### config.mk
export PLATFORM = sky130hd
export DESIGN_NAME = key_event_sched
export DESIGN_NICKNAME = d
export VERILOG_FILES = /design/src/rtl/key_event_sched_pkg.sv /design/src/rtl/key_event_sched_fifo.sv /design/src/rtl/key_event_sched.sv
export SDC_FILE = /design/constraint.sdc
export NUM_CORES = 1
export LEC_CHECK = 0
export ABC_AREA = 1
export CAP_MARGIN = 10
export CORE_ASPECT_RATIO = 0.5
export CORE_MARGIN = 2
export CORE_UTILIZATION = 52
export DETAILED_ROUTE_END_ITERATION = 12
export DONT_BUFFER_PORTS = 1
export HOLD_SLACK_MARGIN = 0.05
export PLACE_DENSITY = 0.67
export SETUP_SLACK_MARGIN = 0.15
export SKIP_LAST_GASP = 1
export SYNTH_ARGS = -nofsm -noshare
export SYNTH_HDL_FRONTEND = slang
export SYNTH_SLANG_ARGS = --single-unit
### constraint.sdc
create_clock -name clk_db -period 2.47 [get_ports clk_db]
set_input_delay 0.494 -clock clk_db [delete_from_list [all_inputs] [get_ports clk_db]]
set_output_delay 0.494 -clock clk_db [all_outputs]
set_load 0.01 [all_outputs]
### src/rtl/key_event_sched_pkg.sv
// Shared event codes, arbitration order and types for the key event scheduler.
package calc_pkg;

    localparam int unsigned EV_W       = 3;
    localparam int unsigned SW_W       = 8;
    localparam int unsigned EV_NUM     = 7;
    localparam int unsigned EV_ENTRY_W = EV_W + SW_W;

    localparam logic [EV_W-1:0] EV_LEFT     = 3'd1;
    localparam logic [EV_W-1:0] EV_K1       = 3'd2;
    localparam logic [EV_W-1:0] EV_RIGHT    = 3'd3;
    localparam logic [EV_W-1:0] EV_K4       = 3'd4;
    localparam logic [EV_W-1:0] EV_S2_SHORT = 3'd5;
    localparam logic [EV_W-1:0] EV_S2_LONG  = 3'd6;
    localparam logic [EV_W-1:0] EV_SW_CHG   = 3'd7;

    // Highest priority first.
    localparam logic [EV_W-1:0] EV_PRIO [EV_NUM] = '{
        EV_S2_LONG, EV_S2_SHORT, EV_LEFT, EV_RIGHT, EV_K1, EV_K4, EV_SW_CHG
    };

    typedef enum logic [1:0] {
        S2_IDLE,
        S2_PRESS,
        S2_HELD
    } s2_state_t;

    typedef struct packed {
        logic [EV_W-1:0] code;
        logic [SW_W-1:0] data;
    } ev_entry_t;

endpackage

### src/rtl/key_event_sched_fifo.sv
// Small synchronous event FIFO; head is read combinationally from the read pointer.
module ev_fifo
    import calc_pkg::*;
#(
    parameter int unsigned DEPTH = 4,
    parameter int unsigned WIDTH = EV_ENTRY_W
) (
    input  logic             i_clk,
    input  logic             i_rst,
    input  logic             i_push,
    input  logic [WIDTH-1:0] i_wdata,
    input  logic             i_pop,
    output logic             o_full,
    output logic             o_empty,
    output logic [WIDTH-1:0] o_head
);

    localparam int unsigned PW = $clog2(DEPTH);
    localparam int unsigned CW = $clog2(DEPTH + 1);

    logic [WIDTH-1:0] r_mem [DEPTH];
    logic [PW-1:0]    r_wr_ptr;
    logic [PW-1:0]    r_rd_ptr;
    logic [CW-1:0]    r_count;
    logic             w_do_push;
    logic             w_do_pop;

    assign o_full    = (r_count == CW'(DEPTH));
    assign o_empty   = (r_count == '0);
    assign o_head    = r_mem[r_rd_ptr];
    assign w_do_pop  = i_pop & ~o_empty;
    assign w_do_push = i_push & (~o_full | w_do_pop);

    // DEPTH is a power of two, so the pointers wrap by natural overflow.
    always_ff @(posedge i_clk or posedge i_rst) begin
        if (i_rst) begin
            r_wr_ptr <= '0;
            r_rd_ptr <= '0;
            r_count  <= '0;
            for (int unsigned i = 0; i < DEPTH; i++) begin
                r_mem[i] <= '0;
            end
        end else begin
            if (w_do_push) begin
                r_mem[r_wr_ptr] <= i_wdata;
                r_wr_ptr        <= r_wr_ptr + PW'(1);
            end
            if (w_do_pop) begin
                r_rd_ptr <= r_rd_ptr + PW'(1);
            end
            case ({w_do_push, w_do_pop})
                2'b10:   r_count <= r_count + CW'(1);
                2'b01:   r_count <= r_count - CW'(1);
                default: r_count <= r_count;
            endcase
        end
    end

endmodule

### src/rtl/key_event_sched.sv
// Turns debounced key pulses, S2 level and switch changes into one prioritised,
// FIFO-buffered event stream for the calculator FSM.
module key_event_sched
    import calc_pkg::*;
#(
    parameter int unsigned LONG_TICKS = 100,
    parameter int unsigned FIFO_DEPTH = 4
) (
    input  logic            clk_db,
    input  logic            rst,
    input  logic            s0_p,
    input  logic            s1_p,
    input  logic            s2_lvl,
    input  logic            s3_p,
    input  logic            s4_p,
    input  logic [SW_W-1:0] sw,
    output logic            ev_valid,
    input  logic            ev_ready,
    output logic [EV_W-1:0] ev_code,
    output logic [SW_W-1:0] ev_data,
    output logic            s2_holding,
    output logic            ovf
);

    localparam int unsigned      CW       = $clog2(LONG_TICKS + 1);
    localparam logic [CW-1:0]    CNT_LAST = CW'(LONG_TICKS - 1);

    s2_state_t         r_s2_state;
    logic [CW-1:0]     r_s2_cnt;
    logic              r_s2_holding;
    logic [SW_W-1:0]   r_sw_prev;
    logic [EV_NUM:1]   r_pend;
    logic              r_ovf;

    logic              w_raise_short;
    logic              w_raise_long;
    logic              w_sw_chg;
    logic [EV_NUM:1]   w_raised;
    logic [EV_NUM:1]   w_grant;
    logic [EV_W-1:0]   w_push_code;
    logic [SW_W-1:0]   w_push_data;
    logic              w_push;
    logic              w_pop;
    logic              w_can_push;
    logic              w_full;
    logic              w_empty;
    ev_entry_t         w_head;

    always_ff @(posedge clk_db or posedge rst) begin
        if (rst) begin
            r_s2_state   <= S2_IDLE;
            r_s2_cnt     <= '0;
            r_s2_holding <= 1'b0;
        end else begin
            case (r_s2_state)
                S2_IDLE: begin
                    if (s2_lvl) begin
                        r_s2_state   <= S2_PRESS;
                        r_s2_cnt     <= CW'(1);
                        r_s2_holding <= 1'b1;
                    end
                end
                S2_PRESS: begin
                    if (!s2_lvl) begin
                        r_s2_state   <= S2_IDLE;
                        r_s2_holding <= 1'b0;
                    end else if (r_s2_cnt == CNT_LAST) begin
                        r_s2_state   <= S2_HELD;
                        r_s2_holding <= 1'b0;
                    end else begin
                        r_s2_cnt <= r_s2_cnt + CW'(1);
                    end
                end
                S2_HELD: begin
                    if (!s2_lvl) begin
                        r_s2_state <= S2_IDLE;
                    end
                end
                default: begin
                    r_s2_state   <= S2_IDLE;
                    r_s2_holding <= 1'b0;
                end
            endcase
        end
    end

    assign w_raise_short = (r_s2_state == S2_PRESS) & ~s2_lvl;
    assign w_raise_long  = (r_s2_state == S2_PRESS) & s2_lvl & (r_s2_cnt == CNT_LAST);
    assign w_sw_chg      = (sw != r_sw_prev);
    assign w_raised      = {w_sw_chg, w_raise_long, w_raise_short, s4_p, s3_p, s1_p, s0_p};

    assign ev_valid   = ~w_empty;
    assign w_pop      = ev_valid & ev_ready;
    assign w_can_push = ~w_full | w_pop;

    // Walk lowest to highest priority so the last hit is the winner.
    always_comb begin
        w_grant     = '0;
        w_push_code = '0;
        if (w_can_push) begin
            for (int unsigned i = 0; i < EV_NUM; i++) begin
                if (r_pend[EV_PRIO[EV_NUM-1-i]]) begin
                    w_grant                      = '0;
                    w_grant[EV_PRIO[EV_NUM-1-i]] = 1'b1;
                    w_push_code                  = EV_PRIO[EV_NUM-1-i];
                end
            end
        end
    end

    assign w_push = |w_grant;
    // The switch snapshot always equals the last sampled sw, so sw_prev doubles as it.
    assign w_push_data = (w_push_code == EV_SW_CHG) ? r_sw_prev : '0;

    always_ff @(posedge clk_db or posedge rst) begin
        if (rst) begin
            r_pend    <= '0;
            r_ovf     <= 1'b0;
            r_sw_prev <= '0;
        end else begin
            r_pend    <= (r_pend & ~w_grant) | w_raised;
            r_sw_prev <= sw;
            if (|(w_raised[EV_NUM-1:1] & r_pend[EV_NUM-1:1] & ~w_grant[EV_NUM-1:1])) begin
                r_ovf <= 1'b1;
            end
        end
    end

    ev_fifo #(
        .DEPTH (FIFO_DEPTH),
        .WIDTH (EV_ENTRY_W)
    ) u_fifo (
        .i_clk   (clk_db),
        .i_rst   (rst),
        .i_push  (w_push),
        .i_wdata ({w_push_code, w_push_data}),
        .i_pop   (w_pop),
        .o_full  (w_full),
        .o_empty (w_empty),
        .o_head  (w_head)
    );

    assign ev_code    = w_empty ? '0 : w_head.code;
    assign ev_data    = w_empty ? '0 : w_head.data;
    assign s2_holding = r_s2_holding;
    assign ovf        = r_ovf;

endmodule

# Word level (Yosys, flattened, before mapping)
# Cells that the tools add are included.
dict set report classes {
  addsub 5
  n_lt_le_gt_ge 3
  eq_ne 13
  muxes 39
  bitwise 20
  reduce_logical 10
}
# cell n
set ops {}
lappend ops {{two-way mux 7 bit} 11}
lappend ops {{bitwise mux 44 bit} 1}
lappend ops {{two-way mux 11 bit} 3}
lappend ops {{two-way mux 3 bit} 9}
lappend ops {{binary-select mux 11 bit (select 2 bit)} 1}
lappend ops {{demux 11 bit (select 2 bit)} 1}
lappend ops {{two-way mux 8 bit} 2}
lappend ops {{case mux 7 bit (2 select lines)} 1}
lappend ops {{bitwise AND 6 bit} 2}
lappend ops {{two-way mux 2 bit} 4}
lappend ops {{!= test 2 bit, second input constant} 4}
lappend ops {{!= test 8 bit} 1}
lappend ops {{adder 7 x 1 -> 7 bit, second input constant} 1}
lappend ops {{bitwise AND 7 bit} 1}
lappend ops {{== test 7 bit, second input constant} 1}
lappend ops {{inverter 7 bit} 1}
lappend ops {{OR 7 bit} 1}
lappend ops {{OR reduction 7 bit} 1}
lappend ops {{bitwise AND 1 bit} 6}
lappend ops {{== test 3 bit, second input constant} 2}
lappend ops {{greater-or-equal comparator 3 bit, second input constant} 2}
lappend ops {{inverter 2 -> 3 bit} 2}
lappend ops {{inverter 6 bit} 1}
lappend ops {{case mux 2 bit (3 select lines)} 1}
lappend ops {{19 further kinds} 30}
dict set report word_totals {
  register_bits 77
  input_bits 16
  output_inout_bits 14
  wordCells 103
}

# Depth between registers and ports, before layout
# Gate-level depths: netlist of the first run.
dict set report logic_depth {
  ltp_word 12
  ltp_mapped 13
}

# By module
# Synthesis of the first run repeated with hierarchy kept, for this count alone.
dict set report hier_totals {
  hier_cells 515
  hier_area_um2 4068.9
}
# module n_inst cells_each area_each_um2 seq_area_each_um2
set by_module_without_submodules {}
lappend by_module_without_submodules {ev_fifo 1 308 2562.5 1276.2}
lappend by_module_without_submodules {key_event_sched 1 207 1506.4 650.6}

# Worst setup path after synthesis of the first run
# Ideal clock, no wire load.
dict set report synth_timing {
  path_kind {in2reg}
  from {in ev_ready}
  to {reg u_fifo.r_count[2]}
  arrival_ns 2.029
  required_ns 2.346
  path_slack_ns 0.316
  stages 13
  n_path_buf 0
  cell_sequence {inv_1 nand2_1 nor2_2 nor2_1 nand2_2 nand2_4 nand2_1 ha_1 inv_1 fa_1 a21oi_1 o21ai_0 xnor2_1}
}
dict set report synth_via {
  elab_chain_cells 7
  elab_cells_between_ends 11
  cone_classes {2 x eq/ne; 2 x mux; 5 x bitwise; 2 x reduce/logical}
}
# element line_no
set synth_lines {}
lappend synth_lines {{start, declared} key_event_sched.sv:18} ;# input logic ev_ready,
lappend synth_lines {{bitwise AND 1 bit *} key_event_sched.sv:93} ;# assign w_pop = ev_valid & ev_ready;
lappend synth_lines {{OR 1 bit} key_event_sched.sv:94} ;# assign w_can_push = ~w_full | w_pop;
lappend synth_lines {{two-way mux 7 bit} key_event_sched.sv:100} ;# if (w_can_push) begin
lappend synth_lines {{OR reduction 7 bit} key_event_sched.sv:111} ;# assign w_push = |w_grant;
lappend synth_lines {{bitwise AND 1 bit} key_event_sched_fifo.sv:32} ;# assign w_do_push = i_push & (~o_full | w_do_pop);
lappend synth_lines {{== test 2 x 1 -> 1 bit or == test 2 bit (tied branches)} key_event_sched_fifo.sv:51} ;# case ({w_do_push, w_do_pop})
lappend synth_lines {{case mux 3 bit (2 select lines) or nonzero test 2 bit (tied branches)} --}
lappend synth_lines {{end signal, assigned} key_event_sched_fifo.sv:52} ;# 2'b10: r_count <= r_count + CW'(1);
lappend synth_lines {{end signal, assigned} key_event_sched_fifo.sv:53} ;# 2'b01: r_count <= r_count - CW'(1);
lappend synth_lines {{end signal, assigned} key_event_sched_fifo.sv:54} ;# default: r_count <= r_count;
lappend synth_lines {{end, declared} key_event_sched_fifo.sv:24} ;# logic [CW-1:0] r_count;
# Every way passes the cells marked *; elsewhere a longest branch is shown, timed or not.
# A chain may end at the register's enable or synchronous reset.

# Worst setup path in the final report of the first run
dict set report layout_timing {
  from {reg u_fifo.r_count[1]}
  to {reg u_fifo.r_count[2]}
}
dict set report layout_via {
  elab_chain_cells 9
  elab_cells_between_ends 17
  cone_classes {2 x add/sub; 3 x eq/ne; 2 x mux; 7 x bitwise; 3 x reduce/logical}
}
# element line_no
set layout_lines {}
lappend layout_lines {{zero test 3 bit} key_event_sched_fifo.sv:29} ;# assign o_empty = (r_count == '0);
lappend layout_lines {{inverter 1 bit} {key_event_sched_fifo.sv:31, key_event_sched.sv:92}}
lappend layout_lines {{bitwise AND 1 bit} key_event_sched.sv:93}
lappend layout_lines {{OR 1 bit} key_event_sched.sv:94}
lappend layout_lines {{two-way mux 7 bit} key_event_sched.sv:100}
lappend layout_lines {{OR reduction 7 bit} key_event_sched.sv:111}
lappend layout_lines {{bitwise AND 1 bit} key_event_sched_fifo.sv:32}
lappend layout_lines {{== test 2 x 1 -> 1 bit or == test 2 bit (tied branches)} key_event_sched_fifo.sv:51}
lappend layout_lines {{case mux 3 bit (2 select lines) or nonzero test 2 bit (tied branches)} --}
# Several ways; a longest one is shown, not always the timed one.

==> results by group, run 1 <==
Status
  • Outcome: complete, no violations

STA
  • RSZ-0062 raised after global routing: no
  • Fin crit period: between 2000 and 2500 ps
  • Max Slew Vio Count: 0
  • Final Cycle Share: 0.869
  • Setup violators final: 0
  • Slew HR: 0.597
  • Clk_skew: 5.01 ps
  • Maximum clock rate: around 0.47 GHz
  • Final hold vios: 0
  • Sum of negative setup slack: 0 ps
  • Worst-margin pin slew: 603 ps

Pwr
  • Pwr Density: 1100 nW/um^2
  • Leak: 2.22 nW
  • Pwr Total: 4.82 mW
  • VDD IR-drop max: 0.505 mV

Logic synthesis
  • Sequential area share after synthesis: 0.489
  • Post-synthesis compound-gate area fraction: 0.0723
  • Largest family of logic cells by synthesized area: simple AND/OR/NAND/NOR gates
  • Main synth FF type: dfrtp_1
  • Synth async-reset ratio: 1.00
  • Syn Nets: roughly 510
  • Area contributors post-synth: dfrtp_1, nand2_1, nand3_1
  • Synth unique cells: 30
  • Synth Area in Adders: 0.0241
  • Post-synthesis xor/xnor area fraction: 0.0266
  • Post-synthesis register bit count: 77
  • Post-synth EDFFs: 0
  • Mapped Cells: 485
  • Warnings, synthesis: 0
  • Synthesized area: 3940 sq um
  • Synth top area share: 0.489
  • Post-synthesis simple-gate area fraction: 0.323
  • Synth Area per Inst: ~8 sq um
  • Mux cell area share after synthesis: 0
  • Largest area contributor in the netlist: dfrtp_1

Clocking
  • Clock Sink Count: 77
  • CTS Buf Count: 9
  • CTS resizes: 0
  • Clock Pin Slew Worst Setup and Hold Paths: 60 ps
  • CTS H-tree lvls: 3
  • Longest Clk Path Bufs: 2
  • CTS root buf: clkbuf_16
  • Clock Latency Late Sink: 340 ps
  • CTS tree: done
  • Postcts setup bufs: 0
  • Cts hold-fix bufs: 0

Floorplanning
  • Starting Density: 0.537
  • Die height: 65.6 um
  • DIE AREA: 8340 sq um
  • I/O Pins: 30
  • Rows: 22
  • Core Region: 7350 sq um
  • Width of the die: between 100 and 150 um

Drt
  • Total number of vias: 3,183
  • DR vias/cell: 5.41
  • Total routed wirelength: 9130 um
  • Drt initial violations: 245
  • Avg WL per Cell: 15.5 um
  • Drt first pass iters: 4
  • Antenna viol nets, final: 0
  • Drt drc: 0

Placement
  • Placed cells: 572
  • HPWL Detailed: ~5900 um
  • RePlAce Congestion: 0.835
  • Placed inst area: just over 4000 sq um
  • Buffers on Ports: 0

Worst setup path
  • CP Launch Point: u_fifo.r_count[1]$_DFFE_PP0P_
  • Worst Setup Start Kind: register
  • Worst EP required: around 2700 ps
  • CP max FO: 3
  • Critical Path AT: roughly 2400 ps
  • Worst R2R Start: u_fifo.r_count[1]$_DFFE_PP0P_
  • Crit Path Category: reg2reg
  • CP endpoint kind: register

Job
  • Max_cap viols: 0

Global route
  • Number of global-route vias before repair: 3,113
  • Total congestion overflow: 0
  • Antenna violations before repair: 0
  • First-pass GRT wire length: 15,300 um
  • Pin count of the biggest net entering global routing: 33
  • GR Util All Layers: 0.240

Cells and area
  • P&R area growth vs syn: 11.4%
  • Final net count: 510
  • Final std cells w/o fill: between 500 and 600
  • Antenna diodes: 0
  • Layout fillers: 657
  • Final Cell Area: 4390 sq um
  • Share of layout cells above drive strength 1: 0.116

Min path
  • Hold Crit Class: in2async
## path summary, 6_finish.rpt
path / cells after the start / slack (ps) / endpoint
setup / recovery: 13 / 320 / u_fifo.r_count[2]$_DFFE_PP0P_
hold / removal: 1 / 90 / u_fifo.r_mem[4]$_DFFE_PP0P_
setup reg to reg: 13 / 320 / u_fifo.r_count[2]$_DFFE_PP0P_
hold reg to reg: 2 / 460 / u_fifo.r_mem[29]$_DFFE_PP0P_
max in group asynchronous: 2 / 1710 / r_pend[2]$_DFF_PP0_
min in group clk_db: 0 / 180 / r_sw_prev[7]$_DFF_PP0_
## synth_stat cells (3+ instances only)
cell type / count
dfrtp_1: 77
inv_1: 29
o21bai_1: 3
o21ai_0: 35
nand2_1: 121
nand2_2: 13
buf_2: 11
nand3_2: 4
ha_1: 6
xnor2_1: 10
nor2_1: 65
clkbuf_1: 6
a21oi_1: 13
nand4_1: 18
buf_6: 5
nand3_1: 50
## cell usage in the layout (no fill, tap or decap), types with 4 or more instances in the layout
cell	netlist	routed
a21oi_1	13	13
buf_4	1	14
bufinv_16	0	4
clkbuf_16	0	9
dfrtp_1	77	77
ha_1	6	6
inv_1	29	28
nand2_1	121	121
nand2_2	13	13
nand3_1	50	50
nand3_2	4	4
nand4_1	18	18
nor2_1	65	65
o21ai_0	35	35
xnor2_1	10	10
## metal layers
layer,GRT usage,part of all wire,routed length (um),up-vias
met2,0.372,0.45,4120,90
met3,0.0692,0.054,490,12
met5,0,0,0,-
li1,-,-,-,1571
met1,0.328,0.48,4400,1510
met4,0.0755,0.013,123,0
## power by group
| part | internal, mW | switching [mW] | leakage [nW] |
|---|---|---|---|
| registers | 1.44 | 0.137 | 0.987 |
| clock network | 1.09 | 0.523 | 0.177 |
| logic | 0.494 | 1.14 | 1.05 |
## logic make-up (layout without fill, tap and decap cells)
logic type               count (synthesis)  after routing
buffers and inverters                   54             61
XOR/XNOR                                12             12
AND/OR/NAND/NOR                        281            281
adder cells (fa/ha/maj)                  7              7
AO/OA/AOI/OAI                           54             54
flip-flops                              77             77
## layout make-up
class | count | area (sq um) | area share
Sequential cell | 77 | 1930 | 0.438
Tap cell | 96 | 120 | 0.0273
Multi-Input combinational cell | 354 | 1760 | 0.400
Clock buffer | 10 | 229 | 0.0521
Clock inverter | 6 | 134 | 0.0305
Inverter | 31 | 120 | 0.0273
Timing Repair Buffer | 14 | 105 | 0.0239
## flip-flops by register name, indices dropped and copies added (netlist names)
| name | count |
|---|---|
| u_fifo.r_mem | 44 |
| r_sw_prev | 8 |
| r_pend | 7 |
| r_s2_cnt | 7 |
| u_fifo.r_count | 3 |
| r_s2_state | 2 |
| u_fifo.r_rd_ptr | 2 |
| u_fifo.r_wr_ptr | 2 |
| ovf | 1 |
| s2_holding | 1 |
## per-stage QoR
stage	util	hold slack, ps	setup slack [ps]
4_1_cts	0.598	94.8	310
3_5_place_dp	0.549	453	238
6_report	0.598	85.7	324
5_1_grt	0.598	115	163
2_1_floorplan	-	437	316
3_3_place_gp	0.549	449	278
## worst max-delay path: stages, from the launching register on
cell     delay, ps
dfrtp_1        400
inv_1          110
nand2_2         70
nor2_2         150
nor2_1          70
nand2_2        100
nand2_4         50
nand2_1        100
ha_1           160
inv_1           70
fa_1           380
a21oi_1        140
o21ai_0        110
xnor2_1        130
(Power assumes the default switching activity.)
==> run 2, diff against run 1 <==
Settings changed: GPL_ROUTABILITY_DRIVEN set to 0.
==> results of run 2 <==
The final DEF is identical to that of run 1; final timing and power are the same.
